[src/rtl/dino_pkg.sv]
// Shared definitions for the Dino game pipeline: controller states,
// LFSR seed/taps and screen geometry.
package dino_pkg;

    typedef enum logic [1:0] {
        ST_IDLE = 2'd0,
        ST_RUN  = 2'd1,
        ST_OVER = 2'd2
    } game_state_t;

    localparam logic [15:0] LFSR_SEED = 16'hACE1;
    // Taps 16/14/13/11 expressed for a right-shifting register:
    // tap n sits at bit (16 - n), i.e. bits 0, 2, 3 and 5.
    localparam logic [15:0] LFSR_TAPS = 16'h002D;

    localparam int SCREEN_W = 640;

endpackage

[src/rtl/lfsr16.sv]
// Free-running 16-bit Fibonacci LFSR. Only reset reloads the seed, so the
// sequence position depends on how long the player waits between games.
module lfsr16
    import dino_pkg::*;
(
    input  logic        clk,
    input  logic        reset,
    output logic [15:0] q
);

    // Shift right every cycle, feeding the tap parity into the top bit.
    always_ff @(posedge clk) begin
        if (reset) begin
            q <= LFSR_SEED;
        end else begin
            q <= {^(q & LFSR_TAPS), q[15:1]};
        end
    end

endmodule

[src/rtl/obstacle_field.sv]
// Per-frame obstacle scroller and game-state controller.
//
//   state   | meaning
//   --------+-----------------------------------------------------------
//   IDLE    | waiting for start; all game registers at reset values
//   RUN     | game active; frame_tick scrolls, spawns, scores, ramps speed
//   OVER    | collision latched; everything frozen until start
module obstacle_field
    import dino_pkg::*;
#(
    parameter int NUM_OBS           = 3,
    parameter int X_WIDTH           = 10,
    parameter int SPAWN_X           = SCREEN_W,
    parameter int SPEED_INIT        = 1,
    parameter int SPEED_MAX         = 6,
    parameter int SPEED_STEP_FRAMES = 512,
    parameter int GAP_MIN           = 40,
    parameter int GAP_RAND_MASK     = 6'h3F
) (
    input  logic                       clk,
    input  logic                       reset,
    input  logic                       frame_tick,
    input  logic                       start,
    input  logic                       hit_pixel,
    output logic [NUM_OBS*X_WIDTH-1:0] obs_x,
    output logic [NUM_OBS-1:0]         obs_valid,
    output logic [3:0]                 speed,
    output logic [15:0]                score,
    output logic                       running,
    output logic                       game_over
);

    localparam int IDX_W = (NUM_OBS > 1) ? $clog2(NUM_OBS) : 1;
    localparam int CD_W  = 16;
    localparam int FC_W  = 16;

    game_state_t        state_q;
    game_state_t        state_d;
    logic [15:0]        lfsr_q;
    logic [CD_W-1:0]    spawn_cd;
    logic [FC_W-1:0]    frame_cnt;
    logic [X_WIDTH-1:0] speed_x;
    logic [X_WIDTH-1:0] shift_x [NUM_OBS];
    logic [NUM_OBS-1:0] shift_v;
    logic               free_found;
    logic [IDX_W-1:0]   free_idx;
    logic               frame_upd;
    logic               restart;
    logic               spawn;

    lfsr16 u_lfsr (
        .clk   (clk),
        .reset (reset),
        .q     (lfsr_q)
    );

    // A hit in the same cycle as a tick wins, so the tick is dropped.
    assign frame_upd = (state_q == ST_RUN) && frame_tick && !hit_pixel;
    assign restart   = (state_q == ST_OVER) && start;
    assign spawn     = (spawn_cd == '0) && free_found;
    assign speed_x   = X_WIDTH'(speed);

    assign running   = (state_q == ST_RUN);
    assign game_over = (state_q == ST_OVER);

    // Per-slot scroll: move left by speed, or retire instead of underflowing.
    for (genvar g = 0; g < NUM_OBS; g++) begin : g_slot
        logic [X_WIDTH-1:0] x_cur;
        logic               retire;

        assign x_cur      = obs_x[g*X_WIDTH +: X_WIDTH];
        assign retire     = obs_valid[g] && (x_cur < speed_x);
        assign shift_v[g] = obs_valid[g] && !retire;
        assign shift_x[g] = !obs_valid[g] ? x_cur :
                            retire        ? '0    : (x_cur - speed_x);
    end

    // Lowest-index slot that is free after this tick's retirements.
    always_comb begin
        free_found = 1'b0;
        free_idx   = '0;
        for (int i = NUM_OBS - 1; i >= 0; i--) begin
            if (!shift_v[i]) begin
                free_found = 1'b1;
                free_idx   = IDX_W'(i);
            end
        end
    end

    // State register.
    always_ff @(posedge clk) begin
        if (reset) begin
            state_q <= ST_IDLE;
        end else begin
            state_q <= state_d;
        end
    end

    // Next-state logic; start in RUN is ignored.
    always_comb begin
        state_d = state_q;
        case (state_q)
            ST_IDLE: if (start)     state_d = ST_RUN;
            ST_RUN:  if (hit_pixel) state_d = ST_OVER;
            ST_OVER: if (start)     state_d = ST_RUN;
            default:                state_d = ST_IDLE;
        endcase
    end

    // Game datapath: cleared on reset or restart, advanced once per RUN frame.
    always_ff @(posedge clk) begin
        if (reset || restart) begin
            obs_x     <= '0;
            obs_valid <= '0;
            speed     <= 4'(SPEED_INIT);
            score     <= '0;
            spawn_cd  <= CD_W'(GAP_MIN);
            frame_cnt <= '0;
        end else if (frame_upd) begin
            for (int i = 0; i < NUM_OBS; i++) begin
                if (spawn && (free_idx == IDX_W'(i))) begin
                    obs_x[i*X_WIDTH +: X_WIDTH] <= X_WIDTH'(SPAWN_X);
                    obs_valid[i]                <= 1'b1;
                end else begin
                    obs_x[i*X_WIDTH +: X_WIDTH] <= shift_x[i];
                    obs_valid[i]                <= shift_v[i];
                end
            end

            // With every slot busy the countdown parks at zero and retries.
            if (spawn_cd != '0) begin
                spawn_cd <= spawn_cd - CD_W'(1);
            end else if (free_found) begin
                spawn_cd <= CD_W'(GAP_MIN) + (lfsr_q & CD_W'(GAP_RAND_MASK));
            end

            if (score != 16'hFFFF) begin
                score <= score + 16'd1;
            end

            if (frame_cnt == FC_W'(SPEED_STEP_FRAMES - 1)) begin
                frame_cnt <= '0;
                if (speed < 4'(SPEED_MAX)) begin
                    speed <= speed + 4'd1;
                end
            end else begin
                frame_cnt <= frame_cnt + FC_W'(1);
            end
        end
    end

endmodule

[config.mk]
export PLATFORM = sky130hd
export DESIGN_NAME = obstacle_field
export DESIGN_NICKNAME = d
export VERILOG_FILES = /design/src/rtl/dino_pkg.sv /design/src/rtl/lfsr16.sv /design/src/rtl/obstacle_field.sv
export SDC_FILE = /design/constraint.sdc
export NUM_CORES = 1
export LEC_CHECK = 0
export CORE_ASPECT_RATIO = 0.9
export CORE_UTILIZATION = 56
export DETAILED_ROUTE_END_ITERATION = 10
export PLACE_DENSITY = 0.85
export SKIP_CTS_REPAIR_TIMING = 1
export SYNTH_ARGS = -nofsm -noshare
export SYNTH_HDL_FRONTEND = slang
export SYNTH_SLANG_ARGS = --single-unit
[constraint.sdc]
create_clock -name clk -period 3.1 [get_ports clk]
set_input_delay 0.465 -clock clk [delete_from_list [all_inputs] [get_ports clk]]
set_output_delay 0.465 -clock clk [all_outputs]
set_load 0.005 [all_outputs]
==> results.toml <==
[place]
port_buffers = 59
dpl.hpwl_um = 9240
place_congestion = 0.921
dp.cells = 789

[timing]
hold_viol = 0
fin_skew_ns = 0.0151
grt_setup_unrepaired = "no"
tns_ns = 0
worst_slew_pin_slew_ns = 0.684
holdWs_ns = 0.417
period_share = 0.907
setup_viol = 0
drv_slew = 0
max_slew_margin = 0.539
fmax_mhz = 356
final.min_clock_period_ns = 2.81

[drt]
drt_iter0_markers = 304
post_drt_wl_per_cell_um = 15.5
wl_um = 12500
drtPass1Iterations = 4
viasPerCell = 6.05
ant_nets = 0
num_vias = 4867
drcViolationCount = 0

[setup_path]
critical_path_required_ns = 3.41
reg2reg_slack_ns = 0.29
start_kind = "register"
arrival_ns = 3.12
crit_type = "reg2reg"
cp-end-kind = "register"
cp_max_fo = 11

[power]
ir_drop_v = 0.000413
power.density_nw_per_um2 = 371
p_leak_nw = 2.27
total_power_mw = 2.30

[synth]
synth_xor_area_frac = 0.0721
async_flop_share = 0
synth_top_family_by_area = "simple AND/OR/NAND/NOR gates"
synth.distinct_cells = 62
yosysWarningCount = 0
synthMostInstantiatedCell = "dfxtp_1"
synth_top_area_cell = "dfxtp_1"
ys_ff_latch = 103
synth_compound_area_frac = 0.183
syn-instance-count = 616
synth_edf_count = 0
synthAdderAreaFrac = 0.0522
synth-seq-area-share = 0.395
synthMuxAreaShare = 0.0137
synth_simple_gate_area_frac = 0.252
synth.avg_cell_area_um2 = 8.48
synth_top_area_share = 0.395
synth_common_cells = "103 x dfxtp_1, 67 x nor2_1, 46 x a21oi_1"
synthTopCellsByArea = "dfxtp_1 39%, xor2_1 5.5%, nor2_1 4.8%"
synth_nets = 641
synth_top_flop_cell = "dfxtp_1"
synth_area_um2 = 5220

[global_routing]
met2_usage = 0.434
grt_pass1_vias = 4447
grt-busiest-layer = "met2"
grtUsageMet3 = 0.0690
grt_use_met1 = 0.331
grt_overflow = 0
gr-usage-all-layers = 0.260
grt_max_degree = 33
antenna_found_initial = 0
grt_first_pass_wirelength_um = 20500

[cells_and_area]
fin_util = 0.682
fillers = 708
drive_gt1_frac = 0.0733
antenna_cells = 0
fin_nets = 703
stdcell_count = 804
area_growth_pct = 18.5

[cts]
clkSinkCount = 103
cts_made_buffers = 9
path_clk_slew_ns = 0.10
clk_latency_ns = 0.38
cts_tree = "done"
cts_root_buf = "clkbuf_8"
clockBufferDepth = 2
cts_max_level = 3

[hold_path]
hold_path.class = "reg2reg"

[die]
pin_count = 60
row_count = 33
coreArea_um2 = 9080
die-height_um = 93.6
start_util = 0.575
die_w_um = 104
dieArea_um2 = 9720

[outcome]
status = "finished clean"

[run]
drv_cap = 0
[flip-flops by register name (all words and copies together), names as in the netlist]
signal,flops
spawn_cd,16
score,16
frame_cnt,16
speed,4
state_q,2
u_lfsr.q,16
obs_x,30
obs_valid,3
[critical path, stage by stage (launching register included)]
cell	delay (ns)
dfxtp_1	0.48
ha_1	0.23
inv_1	0.06
fa_1	0.40
a21oi_1	0.19
o21ai_0	0.22
o21ai_0	0.25
buf_4	0.17
o31ai_2	0.07
buf_4	0.18
or3_1	0.35
a21oi_1	0.15
[path summary, 6_finish.rpt]
path,from,endpoint,cells past startpoint
setup / recovery,speed[0],spawn_cd[14],11
hold / removal,u_lfsr.q[7],u_lfsr.q[6],1
setup reg to reg,speed[0],spawn_cd[14],11
hold reg to reg,u_lfsr.q[7],u_lfsr.q[6],1
[final cells by class]
| type | instances | area, um^2 | area share |
|---|---|---|---|
| multi-input combinational | 470 | 3010 | 0.486 |
| sequential | 103 | 2060 | 0.333 |
| timing repair buffer | 73 | 696 | 0.112 |
| tap | 122 | 153 | 0.0247 |
| clock buffer | 10 | 138 | 0.0222 |
| inverter | 21 | 78.8 | 0.0127 |
| clock inverter | 5 | 57.6 | 0.00929 |
[through the flow]
step | setup WS (ns) | cell area, um^2
2_1_floorplan | 0.437 | 5220
3_3_place_gp | 0.442 | 6000
3_5_place_dp | 0.354 | 6000
4_1_cts | 0.311 | 6190
5_1_grt | 0.0429 | 6190
6_report | 0.287 | 6190
[logic make-up (layout without fill, tap and decap cells)]
kind of cell | after synthesis | after routing
AOI/OAI and AO/OA | 145 | 145
xor gates and xnor gates | 43 | 43
adders and majority gates | 20 | 20
buffers and inverters | 43 | 109
DFF | 103 | 103
muxes | 7 | 7
and+or+nand+nor | 255 | 255
[layer usage]
metal / vias up / part of all wire
met3: 13 / 0.062
met4: 0 / 0.014
met2: 155 / 0.48
met1: 2346 / 0.45
li1: 2353 / -
met5: - / 0
[placed cells by master (no fill, tap or decap), types with 15 or more instances in the layout]
cell type	count
inv_1	21
o21ai_0	32
clkdlybuf4s50_1	59
nor2_1	67
a21oi_1	46
ha_1	17
dfxtp_1	103
or3_1	15
nor3_1	26
nand2_1	45
xor2_1	33
nand3_1	22
nor2b_1	15
[power by group]
part	internal (mW)	switching, mW
Sequential	1.34	0.0121
Combinational	0.0418	0.0583
Clock	0.393	0.454
Total	1.78	0.524
No activity file was read; power rests on OpenSTA's default activity.
